==> src/rtl/burst_cycle_ctrl.sv <==
// Burst sequencer for the function generator output path.
// On a trigger edge it gates the DAC for N waveform periods after a delay; with burst mode off it passes the output continuously.
module burst_cycle_ctrl (
   input  logic        clk_i,
   input  logic        rst_ni,
   input  logic [19:0] burst_n_i,
   input  logic [19:0] delay_n_i,
   input  logic        burst_en_i,
   input  logic        trig_i,
   input  logic        stop_i,
   input  logic        cycle_end_i,
   output logic        gate_o,
   output logic        phase_rst_o,
   output logic        busy_o,
   output logic        done_o,
   output logic [19:0] remain_o
);

   typedef enum logic [1:0] {
      ST_IDLE  = 2'd0,
      ST_DELAY = 2'd1,
      ST_RUN   = 2'd2
   } state_e;

   state_e      state_q, state_d;
   logic        trig_q;
   logic [19:0] dly_q, dly_d;
   logic [19:0] cnt_q, cnt_d;
   logic        inf_q, inf_d;
   logic        gate_q, gate_d;
   logic        phase_rst_q, phase_rst_d;
   logic        busy_q, busy_d;
   logic        done_q, done_d;
   logic        trig_edge_s;

   assign trig_edge_s = trig_i & ~trig_q;

   // State and datapath registers
   always_ff @(posedge clk_i or negedge rst_ni) begin
      if (!rst_ni) begin
         state_q     <= ST_IDLE;
         trig_q      <= 1'b0;
         dly_q       <= 20'd0;
         cnt_q       <= 20'd0;
         inf_q       <= 1'b0;
         gate_q      <= 1'b0;
         phase_rst_q <= 1'b0;
         busy_q      <= 1'b0;
         done_q      <= 1'b0;
      end else begin
         state_q     <= state_d;
         trig_q      <= trig_i;
         dly_q       <= dly_d;
         cnt_q       <= cnt_d;
         inf_q       <= inf_d;
         gate_q      <= gate_d;
         phase_rst_q <= phase_rst_d;
         busy_q      <= busy_d;
         done_q      <= done_d;
      end
   end

   // Next-state and counter logic; abort paths take priority over everything else
   always_comb begin
      state_d = state_q;
      dly_d   = dly_q;
      cnt_d   = cnt_q;
      inf_d   = inf_q;
      if (!burst_en_i || stop_i) begin
         state_d = ST_IDLE;
         dly_d   = 20'd0;
         cnt_d   = 20'd0;
      end else begin
         case (state_q)
            ST_IDLE: begin
               if (trig_edge_s) begin
                  cnt_d = burst_n_i;
                  inf_d = (burst_n_i == 20'd0);
                  if (delay_n_i == 20'd0) begin
                     state_d = ST_RUN;
                  end else begin
                     dly_d   = delay_n_i;
                     state_d = ST_DELAY;
                  end
               end else begin
                  cnt_d = 20'd0;
               end
            end
            ST_DELAY: begin
               if (dly_q <= 20'd1) begin
                  dly_d   = 20'd0;
                  state_d = ST_RUN;
               end else begin
                  dly_d = dly_q - 20'd1;
               end
            end
            ST_RUN: begin
               // The wrap coincident with the phase restart belongs to the old waveform
               if (cycle_end_i && !phase_rst_q && !inf_q) begin
                  if (cnt_q <= 20'd1) begin
                     cnt_d   = 20'd0;
                     state_d = ST_IDLE;
                  end else begin
                     cnt_d = cnt_q - 20'd1;
                  end
               end else begin
                  state_d = ST_RUN;
               end
            end
            default: begin
               state_d = ST_IDLE;
               dly_d   = 20'd0;
               cnt_d   = 20'd0;
            end
         endcase
      end
   end

   // Registered output decode from the upcoming state
   always_comb begin
      gate_d      = 1'b0;
      phase_rst_d = 1'b0;
      busy_d      = 1'b0;
      done_d      = 1'b0;
      if (!burst_en_i) begin
         gate_d = 1'b1;
      end else begin
         gate_d      = (state_d == ST_RUN);
         phase_rst_d = (state_d == ST_RUN) && (state_q != ST_RUN);
         busy_d      = (state_d != ST_IDLE);
         done_d      = !stop_i && (state_q == ST_RUN) && (state_d == ST_IDLE);
      end
   end

   assign gate_o      = gate_q;
   assign phase_rst_o = phase_rst_q;
   assign busy_o      = busy_q;
   assign done_o      = done_q;
   assign remain_o    = cnt_q;

endmodule
==> config.mk <==
export PLATFORM = sky130hd
export DESIGN_NAME = burst_cycle_ctrl
export DESIGN_NICKNAME = d
export VERILOG_FILES = /design/src/rtl/burst_cycle_ctrl.sv
export SDC_FILE = /design/constraint.sdc
export NUM_CORES = 1
export LEC_CHECK = 0
export ABC_AREA = 1
export ABC_CLOCK_PERIOD_IN_PS = 1550
export CORE_MARGIN = 5
export CORE_UTILIZATION = 47
export CTS_BUF_LIST = sky130_fd_sc_hd__clkbuf_16
export CTS_CLUSTER_DIAMETER = 40
export DETAILED_ROUTE_END_ITERATION = 10
export PLACE_DENSITY = 0.75
export SLEW_MARGIN = 10
export SYNTH_ARGS = -nofsm -noshare
export SYNTH_HDL_FRONTEND = slang
export SYNTH_SLANG_ARGS = --single-unit
==> constraint.sdc <==
create_clock -name clk_i -period 1.55 [get_ports clk_i]
set_input_delay 0.31 -clock clk_i [delete_from_list [all_inputs] [get_ports clk_i]]
set_output_delay 0.31 -clock clk_i [all_outputs]
set_load 0.01 [all_outputs]
==> impl_metrics.ini, run 1 <==
[run_status]
status = complete, but fails checks
violations = setup timing

[clock_tree]
cts_num_sinks = 48
root_buffer = clkbuf_16
cts_buffers = 5
htree_levels = 2
cts.clk_slew.worst_paths_ns = 0.07
clock_latency_ns = 0.30
cts_buffer_depth = 2
cts_tree = done

[final_layout]
drive_above_1_share = 0.323
diodes = 0
n_fill_cell = 485
final_common_cell = nand2_1
final_cell_area_mm2 = 0.00568
final_util = 0.791
syn2layout_area_growth_pct = 65.3
final_cell_mix = nand2_1 (179), buf_4 (99), clkdlybuf4s50_1 (46)
nets = 742

[drt]
num_vias = 4379
via_per_inst = 5.53
drtPass1Iterations = 5
wl_per_cell_um = 17.9
drtAntennaViolNets = 0
wirelength_mm = 14.2
first_iter_violations = 375
post-route-drc-count = 0

[placed_design]
dp_slack_ns = -0.402
io_buffer_count = 69
placed_area_mm2 = 0.00488
gp_congestion = 0.917
dp.final_hpwl_mm = 7.94

[critical_path]
worstPathArrival_ns = 2.05
path_class = flip-flop to flip-flop
cp.required_ns = 1.74
cp-end-kind = flip-flop
crit_fanout = 5
cp-start-kind = flip-flop

[yosys]
synthTopCellsByArea = dfrtp_1 (35%), nand2_1 (21%), nor2_1 (7.0%)
synth_warnings = 0
synth-edff-count = 0
synth-seq-cells = 48
ys_seq_area_frac = 0.350
ys_types = 31
ys.flop_type = dfrtp_1
yosysTopAreaCell = dfrtp_1
avgSynthCellArea_um2 = 6.63
synthCells = 518
netlist_area_mm2 = 0.00343
async_reset_ff_frac = 1.00
synth_fp_nets = 568
synthDominantCellAreaShare = 0.350

[floorplan]
dieWidth_um = 95.5
die_h_um = 95.5
initial_core_util = 0.478
pin_count = 70
die_area_mm2 = 0.00911
rows = 31
fp.coreArea_mm2 = 0.00718

[timing]
layout_setup_ws_ns = -0.307
tightest_slew_ns = 0.352
min_period_ns = 1.86
rsz0062_at_grt = yes
setup_tns_ns = -6.83
fmax_ghz = 0.538
drv_slew = 0
post-route-period-util = 1.20
setup_violations = 48
slew_headroom = 0.766
fin_skew_ns = 0.00720
hold_violations = 0

[global_route]
grt_pass1_vias = 4438
antenna_found_initial = 0
grt_pass1_wl_mm = 20.0
track_usage = 0.283
overflow = 0
grt_max_degree = 48

[pwr]
switching_power_uw = 1270
p_leak_uw = 0.00310
p_per_area_mw_per_mm2 = 667
pwr-share-clk = 0.297
internal-power_uw = 2510
comb_power_share = 0.347
power_frac_seq = 0.356
vdd_drop_max_mv = 0.499
p_sw_frac = 0.337

[hold_path]
hold_class = input pin to asynchronous set/reset pin

[flow_run]
drv_cap = 0
[registers in the layout (all words and copies together), names as in the netlist]
name         flops
dly_q           20
remain_o        20
state_q          2
busy_o           1
done_o           1
gate_o           1
inf_q            1
phase_rst_o      1
trig_q           1
[cells by family after synthesis]
| kind of cell | Yosys count | share of synthesized area |
|---|---|---|
| and+or+nand+nor | 333 | 0.417 |
| xor gates and xnor gates | 31 | 0.0791 |
| buffers and inverters | 52 | 0.0641 |
| DFF | 48 | 0.350 |
| AOI/OAI and AO/OA | 50 | 0.0754 |
| adders and majority gates | 4 | 0.0146 |
[stage by stage]
step | power [uW] | hold WS [ns] | instances
CTS | 3600 | 0.376 | 781
global route | 3950 | 0.375 | 792
global placement | 2400 | 0.110 | 754
detailed placement | 2430 | 0.110 | 754
finish | 3780 | 0.378 | 792
floorplan | 1910 | 0.0144 | 518
[critical path: stages (launching register included)]
cell and delay (ns):
dfrtp_1 0.45, inv_2 0.13, ha_4 0.16, nand2_4 0.07, nor2_4 0.16, buf_4 0.16, nand2_1 0.10, xor2_1 0.25
o21ai_1 0.14, nand2_1 0.08, nand2_1 0.05
[layer usage]
metal / GRT usage / up-vias / routed length [um]
li1: - / 1985 / -
met1: 0.314 / 2008 / 4890
met2: 0.500 / 292 / 7020
met3: 0.0489 / 94 / 1310
met4: 0.173 / 0 / 993
met5: 0 / - / 0
[cell usage after synthesis (5+ instances only)]
library cell and count:
nand2_1 193, dfrtp_1 48, nand3_1 41, nor2_1 64, nor4_1 5, xnor2_1 6
nor2_2 6, nand2_2 6, inv_1 32, xor2_1 25, buf_2 10, o21ai_0 43
[worst paths after layout]
check                       startpoint      endpoint  slack, ns  cells after the start
min reg2reg                  dly_q[18]     dly_q[18]       0.57                      2
min                             rst_ni        trig_q       0.38                      2
max                        remain_o[0]  remain_o[16]      -0.31                     10
max in group asynchronous       rst_ni      dly_q[1]       0.72                      3
max reg2reg                remain_o[0]  remain_o[16]      -0.31                     10
min in group clk_i              trig_i        trig_q       0.48                      1
[power by group through the flow]
stage	clock [uW]	sequential, uW	combinational (uW)
2_1_floorplan	0	1370	546
3_3_place_gp	0	1360	1040
3_5_place_dp	0	1360	1070
4_1_cts	1090	1340	1170
5_1_grt	1180	1350	1420
6_report	1120	1350	1310
[area by class of cell]
type	count	area (um2)	share of cell area
inverters	35	134	0.0236
multi-input cells	418	2370	0.418
well taps	99	124	0.0218
flip-flops and latches	48	1200	0.212
clock buffers	5	125	0.0220
clock inverters	3	15.0	0.00265
repair buffers	184	1700	0.299
[timing repair]
| item | 4_1_cts | 5_1_grt |
|---|---|---|
| pin swaps | 8 | 21 |
| gates cloned | 3 | 3 |
| hold buffers | 1 | 0 |
| resized for setup | 91 | 70 |
| setup endpoints to repair | 66 | 47 |
| hold endpoints to repair | 1 | 0 |
| setup buffers | 15 | 9 |
Note: power is estimated with default switching activity, not from simulation.
==> run 2, diff against run 1 <==
--- a/config.mk
+++ b/config.mk
@@ -7,11 +7,11 @@
 export LEC_CHECK = 0
 export ABC_AREA = 1
-export ABC_CLOCK_PERIOD_IN_PS = 1550
+export ABC_CLOCK_PERIOD_IN_PS = 2400
 export CORE_MARGIN = 5
-export CORE_UTILIZATION = 47
+export CORE_UTILIZATION = 56
 export CTS_BUF_LIST = sky130_fd_sc_hd__clkbuf_16
 export CTS_CLUSTER_DIAMETER = 40
 export DETAILED_ROUTE_END_ITERATION = 10
-export PLACE_DENSITY = 0.75
+export PLACE_DENSITY = 0.84
 export SLEW_MARGIN = 10
 export SYNTH_ARGS = -nofsm -noshare
==> constraint.sdc (replaced) <==
create_clock -name clk_i -period 2.4 [get_ports clk_i]
set_input_delay 0.48 -clock clk_i [delete_from_list [all_inputs] [get_ports clk_i]]
set_output_delay 0.48 -clock clk_i [all_outputs]
set_load 0.02 [all_outputs]
==> impl_metrics.ini, run 2 (same netlist as run 1, synthesis figures left out) <==
[drt]
wl_per_cell_um = 14.0
via_per_inst = 5.37
drtPass1Iterations = 5
num_vias = 3560
post-route-drc-count = 0
drtAntennaViolNets = 0
first_iter_violations = 228
wirelength_mm = 9.30

[final_layout]
final_cell_area_mm2 = 0.00436
final_cell_mix = nand2_1 (193), clkdlybuf4s50_1 (68), nor2_1 (64)
nets = 637
syn2layout_area_growth_pct = 27.1
n_fill_cell = 466
drive_above_1_share = 0.0765
diodes = 0
final_common_cell = nand2_1

[timing]
timing.hold.ws_ns = 0.193
tightest_slew_ns = 0.619
setup_tns_ns = 0
hold_violations = 0
drv_slew = 0
min_period_ns = 2.06
rsz0062_at_grt = no
post-route-period-util = 0.860
layout_setup_ws_ns = 0.337
slew_headroom = 0.587
fin_skew_ns = 0.00840
setup_violations = 0
fmax_ghz = 0.485

[global_route]
overflow = 0
grt_pass1_vias = 3430
grt_max_degree = 26
antenna_found_initial = 0
track_usage = 0.247
grt_pass1_wl_mm = 15.5

[placed_design]
io_buffer_count = 69
placed_area_mm2 = 0.00422
gp_congestion = 0.926
dp_slack_ns = 0.277
dp.final_hpwl_mm = 6.92

[critical_path]
r2r_slack_ns = 0.34
worstReg2RegEnd = remain_o[8]
rr_worst_depth = 10
path_class = flip-flop to flip-flop
timing.rr.start = remain_o[0]
cp-start-kind = flip-flop
crit_fanout = 13
cp.required_ns = 2.56
worstPathArrival_ns = 2.23
cp-end-kind = flip-flop

[clock_tree]
cts_tree = done
cts_num_sinks = 48
cts.clk_slew.worst_paths_ns = 0.07
cts_resized = 0
cts_buffer_depth = 2
htree_levels = 2
clock_latency_ns = 0.29
cts_setup_buffers = 0
cts_buffers = 5
postCtsHoldBufs = 0
root_buffer = clkbuf_16

[flow_run]
drv_cap = 0

[floorplan]
die_area_mm2 = 0.00780
fp.coreArea_mm2 = 0.00596
die_h_um = 88.3
pin_count = 70
initial_core_util = 0.576
dieWidth_um = 88.3
rows = 28

[pwr]
vdd_drop_max_mv = 0.272
p_leak_uw = 0.00232
p_per_area_mw_per_mm2 = 489
total_power_uw = 2130

[hold_path]
hold_class = input pin to asynchronous set/reset pin

[run_status]
status = complete, no violations
==> run 2: final cells by class <==
class | count | area, um2 | share of cell area
repair buffers | 79 | 773 | 0.177
clock inverters | 3 | 21.3 | 0.00488
flip-flops and latches | 48 | 1200 | 0.275
well taps | 75 | 93.8 | 0.0215
inverters | 35 | 131 | 0.0301
multi-input cells | 418 | 2020 | 0.462
clock buffers | 5 | 125 | 0.0287
==> run 2: metal layers <==
layer	track usage	wire length [um]
met3	0.0410	614
met2	0.428	4490
met4	0.0673	161
met1	0.321	4040
met5	0	0
==> run 2: per-stage QoR <==
step	std cells	util
after CTS	663	0.733
after detailed placement	655	0.708
final	663	0.733
after global placement	655	0.708
after floorplan	518	-
after global routing	663	0.733
==> run 2: worst max path at each step <==
stage          depth (start not counted)        start           end  slack [ns]
3_5_place_dp                          11       trig_i        done_o        0.28
4_1_cts                               10  remain_o[0]   remain_o[8]        0.35
5_1_grt                               11     dly_q[0]      dly_q[5]        0.18
6_report                              10  remain_o[0]   remain_o[8]        0.34
2_1_floorplan                         10  remain_o[0]  remain_o[13]        0.71
3_3_place_gp                          11       trig_i        done_o        0.33
==> run 2: worst max-delay path: stages, from the launching register on <==
cell,delay (ns)
dfrtp_1,0.41
inv_1,0.10
ha_1,0.25
nand2_2,0.11
nor2_4,0.20
nand3b_1,0.10
nand3_1,0.28
buf_4,0.26
o21ai_0,0.09
nand2_1,0.06
o21ai_0,0.09
==> run 2: where the power goes <==
| group | leakage [uW] | switching (uW) | internal [uW] | total, uW |
|---|---|---|---|---|
| sequential | 0.000654 | 36.5 | 837 | 874 |
| clock | 0.0000702 | 314 | 388 | 702 |
| combinational | 0.00160 | 321 | 238 | 558 |
| total | 0.00232 | 671 | 1460 | 2130 |
==> run 3, diff against run 2 <==
SETUP_SLACK_MARGIN = 0.15   (was default)
==> results of run 3 <==
No change in the layout: final DEF, timing and power equal those of run 2.
==> variant 1: new RTL, config.mk and constraints of run 2 <==
Register the inputs `delay_n_i`, `trig_i`, `stop_i` and `cycle_end_i` before use, without a reset. The logic sees them one clock later.
--- a/src/rtl/burst_cycle_ctrl.sv
+++ b/src/rtl/burst_cycle_ctrl.sv
@@ -22,6 +22,18 @@
       ST_RUN   = 2'd2
    } state_e;
 
+   logic [19:0] delay_n_q;
+   logic trig_r;
+   logic stop_q;
+   logic cycle_end_q;
+
+   always_ff @(posedge clk_i) begin
+      delay_n_q   <= delay_n_i;
+      trig_r      <= trig_i;
+      stop_q      <= stop_i;
+      cycle_end_q <= cycle_end_i;
+   end
+
    state_e      state_q, state_d;
    logic        trig_q;
    logic [19:0] dly_q, dly_d;
@@ -33,7 +45,7 @@
    logic        done_q, done_d;
    logic        trig_edge_s;
 
-   assign trig_edge_s = trig_i & ~trig_q;
+   assign trig_edge_s = trig_r & ~trig_q;
 
    // State and datapath registers
    always_ff @(posedge clk_i or negedge rst_ni) begin
@@ -49,7 +61,7 @@
          done_q      <= 1'b0;
       end else begin
          state_q     <= state_d;
-         trig_q      <= trig_i;
+         trig_q      <= trig_r;
          dly_q       <= dly_d;
          cnt_q       <= cnt_d;
          inf_q       <= inf_d;
@@ -66,7 +78,7 @@
       dly_d   = dly_q;
       cnt_d   = cnt_q;
       inf_d   = inf_q;
-      if (!burst_en_i || stop_i) begin
+      if (!burst_en_i || stop_q) begin
          state_d = ST_IDLE;
          dly_d   = 20'd0;
          cnt_d   = 20'd0;
@@ -76,10 +88,10 @@
                if (trig_edge_s) begin
                   cnt_d = burst_n_i;
                   inf_d = (burst_n_i == 20'd0);
-                  if (delay_n_i == 20'd0) begin
+                  if (delay_n_q == 20'd0) begin
                      state_d = ST_RUN;
                   end else begin
-                     dly_d   = delay_n_i;
+                     dly_d   = delay_n_q;
                      state_d = ST_DELAY;
                   end
                end else begin
@@ -96,7 +108,7 @@
             end
             ST_RUN: begin
                // The wrap coincident with the phase restart belongs to the old waveform
-               if (cycle_end_i && !phase_rst_q && !inf_q) begin
+               if (cycle_end_q && !phase_rst_q && !inf_q) begin
                   if (cnt_q <= 20'd1) begin
                      cnt_d   = 20'd0;
                      state_d = ST_IDLE;
@@ -128,7 +140,7 @@
          gate_d      = (state_d == ST_RUN);
          phase_rst_d = (state_d == ST_RUN) && (state_q != ST_RUN);
          busy_d      = (state_d != ST_IDLE);
-         done_d      = !stop_i && (state_q == ST_RUN) && (state_d == ST_IDLE);
+         done_d      = !stop_q && (state_q == ST_RUN) && (state_d == ST_IDLE);
       end
    end
 
Formal check against the unedited RTL: not equivalent (Yosys sat finds a counterexample within 4 cycles, from zero or initial values and one cycle with rst_ni low).
==> variant 1 against run 2 <==
  * Worst setup slack worse by 0.0074 ns
  * Synthesized area up 14%
  * Highest routed layer unchanged
  * Synthesized cell count up 4.8%
  * First-iteration DRC count up 53%
  * Combinational power down 4.3%
  * Sequential share of layout area up 6.1 points
  * Sequential power up 48%
  * Sequential cell count up 23
  * Wire length up 13%
  * Design area up 13%
  * Total power up 39%
==> variant 1: results <==
[status]
status = complete, no violations

[detailed_routing]
routed_wl_um = 10500
vias_per_cell = 5.42
met2_length_um = 4740
highest_layer = met4
drtIter0Drc = 349
vias = 3873
wl_met3_um = 1010
wl_met1_um = 4490

[global_routing]
grt_start_max_net_pins = 26
grt_usage_pct = 25.1
met2_usage_pct = 40.1
grt_pass1_wl_um = 17400
use_met1_pct = 33.7
first_global_vias = 3767
grt.met3_usage_pct = 5.23

[synth]
synthAdderAreaFrac_pct = 1.28
synthArstFlopShare_pct = 67.6
syn_inst = 543
synth_compound_area_share_pct = 7.49
syn-num-nets = 593
synth_common_cells = nand2_1 (181), nor2_1 (71), dfrtp_1 (48)
yosys-top-cells-area = dfrtp_1 (31%), nand2_1 (17%), dfxtp_1 (12%)
synth_xor_area_share_pct = 6.95
yosysSeqAreaShare_pct = 42.5
ys_types = 33

[clock_tree]
insertion_delay_ns = 0.32
cts_resized = 0
post_cts_buffers = 0
cts_max_level = 3
root_buffer = clkbuf_16
cts_buffers = 9
clk_pin_slew_ns = 0.06

[setup_path]
rr_worst_depth = 9
slowest_delay_ns = 0.43
arrival_ns = 2.34
cp_slowest_cell = dfrtp_1
reg2reg_slack_ns = 0.33
path_max_fanout = 20
worst_r2r_endpoint = remain_o[16]
r2r_start = remain_o[0]

[placement]
finalWeightedCongestion = 0.960
place_ws_ns = 0.385
placed_area_um2 = 4680
hpwl_um = 7450
dp_cells = 699

[hold_path]
min_path_type = input pin to asynchronous set/reset pin

[timing]
hold_slack_ns = 0.179
skew_ns = 0.00664
tightest_slew_ns = 0.681

[power_and_ir_drop]
pwr-share-comb_pct = 18.0
ir_worst_vdd_mv = 0.403
seqPwrFrac_pct = 43.5
combinationalPower_w = 0.000534
p_leak_nw = 2.57
intPower_w = 0.00215

[cells_and_area]
nets = 664
drive_gt1_share_pct = 6.46
-- variant 1: changes by cell type in the layout (fill, tap and decap cells not counted), moves of 3 or more --
cell and delta:
nand2_2 -5, nand3_1 -6, nand3_2 +3, clkbuf_16 +4, inv_2 -3, nor2_1 +7
inv_1 +16, nand2_1 -12, o21ai_0 -4, o22ai_1 +10, dfxtp_1 +23
-- variant 1: worst max path at each step --
stage | startpoint | endpoint | slack [ns] | depth (start not counted)
after global placement | burst_en_i | remain_o[15] | 0.44 | 7
after detailed placement | burst_en_i | dly_q[12] | 0.38 | 8
after floorplan | remain_o[1] | remain_o[19] | 0.72 | 12
after global routing | remain_o[0] | remain_o[2] | 0.18 | 9
after CTS | remain_o[0] | remain_o[7] | 0.39 | 9
final | remain_o[0] | remain_o[16] | 0.33 | 9
-- variant 1: area by class of cell --
cell class              count  area, µm²
multi-input cells         409       1980
fillers                   525       1850
well taps                  96        120
clock inverters             7       35.0
repair buffers             77        746
clock buffers               9        225
flip-flops and latches     71       1660
inverters                  46        173
==> variant 2: new RTL, config.mk and constraints of run 2 <==
Without the edit above. Put one more register stage on the output `remain_o`. The value now appears one clock later. The other outputs are not delayed to match.
--- a/src/rtl/burst_cycle_ctrl.sv
+++ b/src/rtl/burst_cycle_ctrl.sv
@@ -136,6 +136,12 @@
    assign phase_rst_o = phase_rst_q;
    assign busy_o      = busy_q;
    assign done_o      = done_q;
-   assign remain_o    = cnt_q;
+   always_ff @(posedge clk_i or negedge rst_ni) begin
+      if (!rst_ni) begin
+         remain_o <= '0;
+      end else begin
+         remain_o <= cnt_q;
+      end
+   end
 
 endmodule
Check against the original RTL: not equivalent (a bounded check fails within 4 cycles, from zero or initial values and one cycle with rst_ni low).
==> variant 2 against run 2 <==
  * Worst setup slack improved by 0.10 ns
  * Synthesized area rose by 16%
  * Combinational power rose by 6.5%
  * Clock power rose by 110%
  * Largest cell class unchanged
  * Sequential cell count rose by 20
  * Wire length rose by 15%
  * First-iteration DRC count fell by 15%
  * Design area rose by 17%
  * Total power rose by 55%
==> variant 2: results <==
[status]
status = complete, no violations

[synth]
ys_types = 32
synthAdderAreaFrac_pct = 1.26
ys.flop_type = dfrtp_1
yosys-top-cells-area = dfrtp_1 (43%), nand2_1 (20%), nor2_1 (6.7%)
synthArstFlopShare_pct = 100
synth_compound_area_share_pct = 6.97
yosysSeqAreaShare_pct = 42.9
syn-num-nets = 604
synth_xor_area_share_pct = 6.18
muxShareOfSynthArea_pct = 0
ys_warn_count = 0
synth_common_cells = nand2_1 (213), nor2_1 (71), dfrtp_1 (68)

[cells_and_area]
diodes = 0
fill_cells = 536
reg_top3 = cnt_q x20, dly_q x20, remain_o x20
drive_gt1_share_pct = 7.91
nets = 677

[detailed_routing]
wl_per_cell_um = 14.6
drtIter0Drc = 193
dr.pass1.iters = 8
vias = 3890

[setup_path]
slowest_delay_ns = 0.39
rr_worst_depth = 13
arrival_ns = 2.17
path_max_fanout = 15
cp_slowest_cell = dfrtp_1
cp_top_family = simple AND/OR/NAND/NOR gates
reg2reg_slack_ns = 0.44

[clock_tree]
cts_max_level = 3
cts_resized = 0
cts_buffers = 9
clk_pin_slew_ns = 0.06
insertion_delay_ns = 0.33
clock_path_buffers = 2
post_cts_buffers = 0
root_buffer = clkbuf_16

[placement]
finalWeightedCongestion = 0.957
hpwl_um = 7530
io_buffers = 69
placed_area_um2 = 4760

[power_and_ir_drop]
ir_worst_vdd_mv = 0.392
p_sw_w = 0.000880
p_leak_nw = 2.73

[timing]
tightest_slew_ns = 0.383
skew_ns = 0.00651

[global_routing]
antenna_found_initial = 0
first_global_vias = 4089
grt_pass1_wl_um = 17900
grt_start_max_net_pins = 69
grt_usage_pct = 25.8

[hold_path]
min_path_type = input pin to asynchronous set/reset pin
-- variant 2: final timing paths --
path,start,to
worst min register to register,cnt_q[1],remain_o[1]
max in group asynchronous,rst_ni,remain_o[10]
worst max-delay path,dly_q[0],dly_q[16]
min in group clk_i,cnt_q[1],remain_o[1]
worst max register to register,dly_q[0],dly_q[16]
worst min-delay path,rst_ni,dly_q[5]
-- variant 2: cell type report --
cell class | count | area share [%]
multi-input cells | 420 | 39.0
flip-flops and latches | 68 | 33.4
repair buffers | 76 | 14.7
clock buffers | 9 | 4.42
inverters | 52 | 3.88
well taps | 96 | 2.36
clock inverters | 7 | 2.11
-- variant 2: cell families after synthesis --
group                      Yosys count
DFF                                 68
and+or+nand+nor                    337
adders and majority gates            4
buffers and inverters               66
AOI/OAI and AO/OA                   51
xor gates and xnor gates            28
-- variant 2: routing by layer --
| metal | vias up | share of wire [%] | routed length [µm] | global-route usage [%] |
|---|---|---|---|---|
| met1 | 1838 | 38 | 4050 | 28.4 |
| met4 | 0 | 3.1 | 329 | 12.6 |
| met2 | 143 | 53 | 5660 | 47.6 |
| met5 | - | 0 | 0 | 0 |
| met3 | 36 | 5.8 | 621 | 4.09 |
| li1 | 1873 | - | - | - |
-- variant 2: stage by stage --
stage | instances | utilization [%] | hold slack [ns] | worst slack [ns] | power [W]
after floorplan | 554 | - | 0.184 | 0.875 | 0.00160
after global placement | 712 | 69.6 | 0.399 | 0.329 | 0.00181
after detailed placement | 712 | 69.6 | 0.401 | 0.277 | 0.00182
after CTS | 728 | 74.5 | 0.188 | 0.446 | 0.00331
after global routing | 728 | 74.5 | 0.203 | 0.191 | 0.00344
final | 728 | 74.5 | 0.140 | 0.442 | 0.00330
-- variant 2: power groups by stage --
stage | clock network, W | registers [W] | logic, W
finish | 0.00149 | 0.00122 | 0.000594
floorplan | 0 | 0.00124 | 0.000362
detailed placement | 0 | 0.00124 | 0.000581
global route | 0.00155 | 0.00123 | 0.000662
global placement | 0 | 0.00124 | 0.000572
CTS | 0.00150 | 0.00122 | 0.000593
